[src/rtl/rs_bank_pkg.sv]
// Shared issue-stage types: RS packet, ALU op and branch encodings, tag width.
// Combinational helpers only, no latency or backpressure of its own.
package rs_bank_pkg;

  localparam int XLEN  = 32;
  localparam int TAG_W = 3;

  typedef enum logic [2:0] {
    ALU_ADD = 3'd0,
    ALU_SUB = 3'd1,
    ALU_AND = 3'd2,
    ALU_OR  = 3'd3,
    ALU_XOR = 3'd4,
    ALU_SLL = 3'd5,
    ALU_SRL = 3'd6,
    ALU_SLT = 3'd7
  } alu_op_t;

  typedef enum logic [1:0] {
    BR_NONE = 2'b00,
    BR_BEQ  = 2'b01,
    BR_BNE  = 2'b10,
    BR_JAL  = 2'b11
  } branch_t;

  typedef struct packed {
    logic [TAG_W-1:0] q_j;
    logic [TAG_W-1:0] q_k;
    logic [XLEN-1:0]  v_j;
    logic [XLEN-1:0]  v_k;
    logic [TAG_W-1:0] rob_entry;
    alu_op_t          alu_op;
    branch_t          branch_type;
    logic             busy;
  } rs_data_t;

  // Tag 0 means "value present", so it never wakes anything.
  function automatic logic tag_hit(input logic cdb_valid,
                                   input logic [TAG_W-1:0] cdb_tag,
                                   input logic [TAG_W-1:0] q);
    return cdb_valid && (cdb_tag != '0) && (cdb_tag == q);
  endfunction

endpackage

[src/rtl/rs_rr_arbiter.sv]
// Round-robin pick among ready stations, starting the search at ptr.
// Purely combinational; no backpressure (caller decides whether to use the grant).
module rs_rr_arbiter #(
  parameter int N = 4
) (
  input  logic [N-1:0]         req,
  input  logic [$clog2(N)-1:0] ptr,
  output logic [N-1:0]         grant,
  output logic [$clog2(N)-1:0] grant_idx,
  output logic                 grant_vld
);

  localparam int IDX_W = $clog2(N);

  logic [IDX_W:0]   sum;
  logic [IDX_W-1:0] slot;

  always_comb begin
    grant     = '0;
    grant_idx = '0;
    grant_vld = 1'b0;
    sum       = '0;
    slot      = '0;
    for (int k = 0; k < N; k++) begin
      sum = {1'b0, ptr} + (IDX_W+1)'(k);
      if (sum >= (IDX_W+1)'(N)) begin
        sum = sum - (IDX_W+1)'(N);
      end
      slot = sum[IDX_W-1:0];
      if (!grant_vld && req[slot]) begin
        grant_vld   = 1'b1;
        grant_idx   = slot;
        grant[slot] = 1'b1;
      end
    end
  end

endmodule

[src/rtl/rs_bank.sv]
// Reservation-station bank: captures issued packets, snoops the CDB, dispatches one ready entry/cycle.
// alu_valid rises 1 cycle after a ready issue; output register holds payload while alu_ready is low.
module rs_bank
  import rs_bank_pkg::*;
#(
  parameter int NUM_RS = 4
) (
  input  logic                      clk,
  input  logic                      reset,
  input  logic                      issue_valid,
  input  logic [$clog2(NUM_RS)-1:0] rs_dest,
  input  rs_data_t                  rs_input,
  output logic [NUM_RS-1:0]         busy_bus,
  input  logic                      cdb_valid,
  input  logic [TAG_W-1:0]          cdb_tag,
  input  logic [XLEN-1:0]           cdb_value,
  input  logic                      flush,
  output logic                      alu_valid,
  input  logic                      alu_ready,
  output alu_op_t                   alu_op,
  output logic [XLEN-1:0]           alu_vj,
  output logic [XLEN-1:0]           alu_vk,
  output logic [TAG_W-1:0]          alu_rob,
  output branch_t                   alu_branch_type
);

  localparam int IDX_W = $clog2(NUM_RS);

  rs_data_t          st [NUM_RS];
  rs_data_t          issue_pkt;
  logic [NUM_RS-1:0] ready;
  logic [NUM_RS-1:0] grant;
  logic [IDX_W-1:0]  grant_idx;
  logic [IDX_W-1:0]  rr_ptr;
  logic [IDX_W-1:0]  rr_next;
  logic              grant_vld;
  logic              out_load;
  logic              dispatch;

  always_comb begin
    busy_bus = '0;
    ready    = '0;
    for (int i = 0; i < NUM_RS; i++) begin
      busy_bus[i] = st[i].busy;
      ready[i]    = st[i].busy && (st[i].q_j == '0) && (st[i].q_k == '0);
    end
  end

  // A producer broadcasting in the issue cycle must not be missed.
  always_comb begin
    issue_pkt      = rs_input;
    issue_pkt.busy = 1'b1;
    if (tag_hit(cdb_valid, cdb_tag, rs_input.q_j)) begin
      issue_pkt.v_j = cdb_value;
      issue_pkt.q_j = '0;
    end
    if (tag_hit(cdb_valid, cdb_tag, rs_input.q_k)) begin
      issue_pkt.v_k = cdb_value;
      issue_pkt.q_k = '0;
    end
  end

  rs_rr_arbiter #(.N(NUM_RS)) u_arb (
    .req       (ready),
    .ptr       (rr_ptr),
    .grant     (grant),
    .grant_idx (grant_idx),
    .grant_vld (grant_vld)
  );

  assign out_load = !alu_valid || alu_ready;
  assign dispatch = out_load && grant_vld;
  assign rr_next  = (grant_idx == IDX_W'(NUM_RS-1)) ? '0 : grant_idx + 1'b1;

  always_ff @(posedge clk or posedge reset) begin
    if (reset) begin
      for (int i = 0; i < NUM_RS; i++) begin
        st[i] <= '0;
      end
    end else if (flush) begin
      for (int i = 0; i < NUM_RS; i++) begin
        st[i].busy <= 1'b0;
      end
    end else begin
      for (int i = 0; i < NUM_RS; i++) begin
        if (st[i].busy && tag_hit(cdb_valid, cdb_tag, st[i].q_j)) begin
          st[i].v_j <= cdb_value;
          st[i].q_j <= '0;
        end
        if (st[i].busy && tag_hit(cdb_valid, cdb_tag, st[i].q_k)) begin
          st[i].v_k <= cdb_value;
          st[i].q_k <= '0;
        end
        if (dispatch && grant[i]) begin
          st[i].busy <= 1'b0;
        end
        // Writes into an occupied station are dropped.
        if (issue_valid && (rs_dest == IDX_W'(i)) && !st[i].busy) begin
          st[i] <= issue_pkt;
        end
      end
    end
  end

  always_ff @(posedge clk or posedge reset) begin
    if (reset) begin
      alu_valid       <= 1'b0;
      alu_op          <= ALU_ADD;
      alu_vj          <= '0;
      alu_vk          <= '0;
      alu_rob         <= '0;
      alu_branch_type <= BR_NONE;
      rr_ptr          <= '0;
    end else if (flush) begin
      alu_valid <= 1'b0;
      rr_ptr    <= '0;
    end else if (out_load) begin
      alu_valid <= grant_vld;
      if (grant_vld) begin
        alu_op          <= st[grant_idx].alu_op;
        alu_vj          <= st[grant_idx].v_j;
        alu_vk          <= st[grant_idx].v_k;
        alu_rob         <= st[grant_idx].rob_entry;
        alu_branch_type <= st[grant_idx].branch_type;
        rr_ptr          <= rr_next;
      end
    end
  end

  issue_to_busy_station: assert property (
    @(posedge clk) disable iff (reset)
    (issue_valid && !flush) |-> !busy_bus[rs_dest]
  );

endmodule

[config.mk]
export PLATFORM = sky130hd
export DESIGN_NAME = rs_bank
export DESIGN_NICKNAME = d
export VERILOG_FILES = /design/src/rtl/rs_bank_pkg.sv /design/src/rtl/rs_rr_arbiter.sv /design/src/rtl/rs_bank.sv
export SDC_FILE = /design/constraint.sdc
export NUM_CORES = 1
export LEC_CHECK = 0
export ABC_AREA = 1
export ABC_CLOCK_PERIOD_IN_PS = 27700
export CORE_MARGIN = 1.5
export CORE_UTILIZATION = 50
export DETAILED_ROUTE_END_ITERATION = 7
export PLACE_DENSITY = 0.77
export REMOVE_ABC_BUFFERS = 1
export SLEW_MARGIN = 40
export SYNTH_ARGS = -nofsm -noshare
export SYNTH_HDL_FRONTEND = slang
export SYNTH_SLANG_ARGS = --single-unit
[constraint.sdc]
create_clock -name clk -period 27.7 [get_ports clk]
set_input_delay 6.925 -clock clk [delete_from_list [all_inputs] [get_ports clk]]
set_output_delay 6.925 -clock clk [all_outputs]
set_load 0.02 [all_outputs]
# ---- Word-level counts from Yosys, hierarchy flattened
# Index checks and enable logic that the tools add are counted.
dict set report totals {
  out_inout_bits 77
  word_cells 246
  reg_bits 391
  inputBits 122
}
dict set report classes {
  add_sub_neg 8
  reduce_logical 94
  eq_ne 14
  n_lt_le_gt_ge 13
  n_bitwise 5
  muxes 73
}
# cell n
set ops {}
lappend ops {{32-bit two-way mux} 10}
lappend ops {{79-bit two-way mux} 4}
lappend ops {{79-bit binary-select mux with 2-bit select} 1}
lappend ops {{73-bit two-way mux} 2}
lappend ops {{1-bit logical AND} 47}
lappend ops {{3-bit == test} 10}
lappend ops {{3-bit two-way mux} 10}
lappend ops {{2-bit AND reduction} 13}
lappend ops {{3-bit logical NOT} 8}
lappend ops {{2-bit two-way mux} 12}
lappend ops {{1-bit two-way mux} 22}
lappend ops {{2-bit nonzero test} 10}
lappend ops {{4-bit two-way mux} 4}
lappend ops {{3-bit nonzero test} 5}
lappend ops {{3-bit greater-or-equal comparator, second input constant} 4}
lappend ops {{2-bit by 3-bit < comparator with 1-bit output, second input constant} 4}
lappend ops {{4-bit OR} 3}
lappend ops {{1-bit binary-select mux with 2-bit select} 4}
lappend ops {{1-bit demux with 2-bit select} 4}
lappend ops {{2-bit by 1-bit greater-or-equal comparator with 1-bit output, second input constant} 4}
lappend ops {{1-bit logical NOT} 8}
lappend ops {{2-bit by 1-bit subtractor with 2-bit output, second input constant} 4}
lappend ops {{2-bit by 2-bit adder with 3-bit output, second input constant} 2}
lappend ops {{2-bit == test, second input constant} 3}
lappend ops {{other kinds (9)} 9}

# ---- Logic depth before layout (Yosys ltp)
dict set report depth {
  ltp_word 20
  ltp_mapped 19
  ltp_nobuf 17
}

# ---- Modules after synthesis
# A second synthesis with hierarchy kept.
dict set report unflattened {
  cells_unflattened 3007
  hier_area_um2 21754.6
}
# module instances seq_area_each_um2 area_each_um2 cells_each
set modules_own_cells {}
lappend modules_own_cells {rs_bank 1 9784.4 21314.2 2933}
lappend modules_own_cells {rs_rr_arbiter 1 0.0 440.4 74}

# ---- Worst setup path before layout
# OpenSTA, ideal clock, no wires.
dict set report synth_timing {
  path_type {input port to flip-flop}
  start {input cdb_tag[2]}
  end {register st[211] in the netlist's numbering}
  arrival_time_ns 8.355
  slack_ns 19.263
  stages 7
  cell_sequence {buf_2 xnor2_1 nand4_1 a211oi_1 clkbuf_1 nor2_1 a31oi_1}
}
dict set report synth_via {
  elab_chain_len 6
}
# item line
set synth_lines {}
lappend synth_lines {{start: declaration} rs_bank.sv:15} ;# input logic [TAG_W-1:0] cdb_tag,
lappend synth_lines {{3-bit nonzero test} rs_bank_pkg.sv:41} ;# return cdb_valid && (cdb_tag != '0) && (cdb_tag == q);
lappend synth_lines {{1-bit logical AND (2 in a row)} rs_bank_pkg.sv:41}
lappend synth_lines {{1-bit logical AND} rs_bank.sv:86} ;# if (st[i].busy && tag_hit(cdb_valid, cdb_tag, st[i].q_j)) begin
lappend synth_lines {{2-bit nonzero test (no source line)} --}
lappend synth_lines {{2-bit AND reduction (no source line)} --}
lappend synth_lines {{end signal: indexed assignment} rs_bank.sv:99} ;# st[i] <= issue_pkt;
lappend synth_lines {{end: declaration} rs_bank.sv:29} ;# rs_data_t st [NUM_RS];
# Several ways; a longest one is shown, not always the timed one.
# A chain may end at the register's enable or synchronous reset.

# ---- Worst setup path after layout
dict set report layout_timing {
  start {input rs_dest[0]}
  end {register st[211] in the netlist's numbering}
}
dict set report layout_via {
  elab_chain_len 5
}
# item line
set layout_lines {}
lappend layout_lines {{start: declaration} rs_bank.sv:11} ;# input logic [$clog2(NUM_RS)-1:0] rs_dest,
lappend layout_lines {{2-bit by 1-bit == test with 1-bit output (*)} rs_bank.sv:98} ;# if (issue_valid && (rs_dest == IDX_W'(i)) && !st[i].busy) begin
lappend layout_lines {{1-bit logical AND (*) (2 in a row)} rs_bank.sv:98}
lappend layout_lines {{2-bit nonzero test (no source line)} --}
lappend layout_lines {{2-bit AND reduction (no source line)} --}
# Mark *: on every way between the ends. The rest lies on a longest branch, timed or not.

==> reports/results.tsv <==
stage	metric	value	unit
global_routing	GRT Total Usage	0.3028	
timing	Setup WS post-layout	18.26	ns
power_and_ir_drop	PwrDens	113.1	mW/mm2
global_routing	Overflow after GRT	0	
timing	Rel. slew slack	0.4259	
yosys	Synth Register Bits	391	
setup_path	CP arrival	9.94	ns
timing	RSZ-0062 raised after global routing	no	
clock_tree	clock latency at the later pin of the worst-skew pair	0.59	ns
drt	metal2 WL	32100	um
setup_path	worst-path maximum fanout	48	
timing	final setup TNS	0	ns
timing	Max Freq	105.9	MHz
layout	NumNets Final	3232	
setup_path	R2R depth	13	
setup_path	CP required	28.19	ns
run	Max-Cap Viols	0	
drt	drt pass-1 iters	6	
clock_tree	post_cts resized	0	
drt	Avg Vias per Cell	5.576	
yosys	register area share after synthesis	0.4516	
drt	Iteration-0 DRC Markers	1984	
setup_path	Reg-to-Reg End	alu_vk[16]	
clock_tree	TritonCTS clock tree	done	
setup_path	Buf+Inv Stages, Crit Path	4	
die	row count	76	
outcome	status	finished clean	
setup_path	Setup CP Type	primary input to flop	
min_path	hold depth	2	
setup_path	Startpoint Class	primary input	
layout	layout cell share with drive strength beyond 1	0.05199	
power_and_ir_drop	Leakage	12.56	nW
drt	routed length on met3	5321	um
die	Initial Utilization	0.5052	
clock_tree	number of hold buffers added after cts	0	
min_path	type of the worst min-delay path	flop to flop	
global_routing	initial antenna violation count	0	
die	Die Y-Extent	211.2	um
yosys	Adder-Cell Fraction of Synth Area	0.004620	
min_path	WHS Endpoint	alu_op[0]	
global_routing	global-route wire length before repair	106800	um
drt	DRC viols	0	
timing	Final Hold Fails	0	
placed_design	Placed Cells	3640	
placed_design	I/O Buffers	197	
yosys	Avg Cell Area, Syn	7.136	um2
timing	Slew Viols, Final	0	
timing	Clock Skew	0.02236	ns
yosys	Post-Synth Simple-Gate Area	0.3069	
timing	Least-Margin Pin Slew	0.8611	ns
drt	top sig layer	met4	
layout	commonest non-fill, non-tap cell in the layout	nand2_1	
drt	DRT met1 WL	26550	um
placed_design	Final HPWL DP	38060	um
layout	antenna cell count	0	
yosys	compound-gate portion of the synthesized area	0.1105	
setup_path	crit end category	flop	
layout	final cell count without fillers	3720	
yosys	Ys Warns	0	
drt	DRT antenna net count	0	
die	Chip Width	211.2	um
setup_path	crit-path max cell delay	0.62	ns
yosys	largest family of logic cells by synthesized area	simple AND/OR/NAND/NOR gates	
yosys	post-synthesis mux area share	0	
layout	Register Area	0.009784	mm2
clock_tree	Worst-path clk slew	0.06	ns
setup_path	R2R Path Start	rr_ptr[0]	
global_routing	number of global-route vias before repair	20690	
yosys	Mapped Cells	3036	
layout	most frequent cells in the layout	960 x nand2_1, 391 x dfrtp_1, 376 x inv_1, 320 x nand3_1, 267 x nor2_1	
clock_tree	maximum root-to-sink buffer count	3	
yosys	Post-Syn Area	0.02166	mm2
clock_tree	CTS root buf	clkbuf_16	
drt	final wirelength	66790	um
drt	wire per inst	17.95	um
layout	layout filler cell count	3739	
layout	Area Overhead vs Synth	17.21	%
die	Core ar.	0.04289	mm2
setup_path	family with the most delay on the worst path	buffers and inverters	
die	die footprint	0.04459	mm2
clock_tree	Post CTS Setup Buffer Count	0	
timing	# setup viols final	0	
power_and_ir_drop	maximum vdd drop	177.9	uV
yosys	Synth cell types	35	
min_path	hold path startpoint	alu_op[0]	
layout	Multi-input gate area	0.009580	mm2
die	num ports	199	
timing	crit share post-route	0.3409	
clock_tree	Clock Sinks	391	
power_and_ir_drop	Power Total	2.871	mW
setup_path	r2r setup slk	23.46	ns
setup_path	Slowest-stage cell, CP	buf_4	
clock_tree	CTS buffer count	42	
timing	Fin Hold WS	0.4754	ns
yosys	Synth Area in XOR/XNOR	0.01213	
placed_design	DP Worst Slack	17.71	ns
clock_tree	CTS H-tree lvls	2	
placed_design	GPL Wtd Cong	0.8509	
setup_path	crit-path cells	clkdlybuf4s50_1, inv_1, nor3_1, nand2_4, inv_2, buf_4, nand2_1, a31oi_1	
drt	vias	20740	
global_routing	largest net degree at the start of global routing	136	
timing	min cycle time layout	9.444	ns
## power breakdown
group / switching (mW) / internal, mW
clock: 0.241 / 0.350
combinational: 0.962 / 0.472
sequential: 0.0993 / 0.747
total: 1.30 / 1.57
## layout make-up
| cell class | count | area share |
|---|---|---|
| well taps | 585 | 0.02882 |
| inverters | 386 | 0.05770 |
| clock inverters | 12 | 0.006208 |
| repair buffers | 228 | 0.09391 |
| clock buffers | 65 | 0.05075 |
| multi-input cells | 2053 | 0.3773 |
| flip-flops and latches | 391 | 0.3853 |
## kinds of logic after synthesis
group,Yosys count
compound gates,406
xor+xnor,30
fa+ha+maj,8
buf+inv,592
flops,391
simple gates,1609
## worst reg2reg max path, stage by stage (launching register included)
cell and delay, ns:
dfrtp_1 0.64, inv_2 0.23, ha_1 0.41, inv_1 0.09, nand2_1 0.07, nand2_1 0.09
nor2_2 0.16, nand3b_4 0.58, o21ai_1 0.61, nor2_4 0.07, clkinv_2 0.37, buf_4 0.63
nand2_1 0.13, nand2_1 0.10
## worst max-delay path by stage
stage / startpoint / end / slack, ns / cells after the start
2_1_floorplan: reset / alu_branch_type[0] / 9.91 / 1
4_1_cts: cdb_tag[0] / st[60] / 18.30 / 8
5_1_grt: rs_dest[0] / st[199] / 18.07 / 8
6_report: rs_dest[0] / st[211] / 18.26 / 8
3_3_place_gp: cdb_tag[0] / st[59] / 17.42 / 7
3_5_place_dp: cdb_tag[0] / st[28] / 17.71 / 8
## cell usage after synthesis (all sizes together)
| master | n | share of area |
|---|---|---|
| o31a | 1 | 0.00040 |
| o31ai | 1 | 0.00035 |
| nand4 | 11 | 0.0032 |
| nor3 | 6 | 0.0016 |
| nand2 | 984 | 0.17 |
| a21boi | 3 | 0.0010 |
| a31oi | 257 | 0.074 |
| buf | 105 | 0.030 |
| o21ai | 131 | 0.030 |
| a21oi | 8 | 0.0024 |
| nand3b | 1 | 0.00052 |
| clkinv | 1 | 0.00017 |
| dfrtp | 391 | 0.45 |
| inv | 385 | 0.067 |
| ha | 8 | 0.0046 |
| clkbuf | 101 | 0.017 |
| nor2 | 272 | 0.048 |
| a211oi | 4 | 0.0016 |
| o22ai | 1 | 0.00029 |
| nand3 | 335 | 0.081 |
| xnor2 | 30 | 0.012 |
## sequential cells by signal (all words and copies together) (netlist names)
register	count
alu_op	3
alu_vj	32
rr_ptr	2
alu_valid	1
alu_vk	32
st	312
alu_rob	3
busy_bus	4
alu_branch_type	2
## per-layer routing
layer,up-vias,track usage
li1,9791,-
met1,9773,0.3837
met2,989,0.5120
met3,190,0.03747
met4,0,0.1510
met5,-,0
## through the flow
| stage | cell area (um2) | util |
|---|---|---|
| finish | 25390 | 0.5921 |
| global route | 25390 | 0.5921 |
| CTS | 25300 | 0.5900 |
| detailed placement | 23860 | 0.5563 |
| global placement | 23670 | 0.5520 |
| floorplan | 20640 | - |
(Power assumes the default switching activity.)
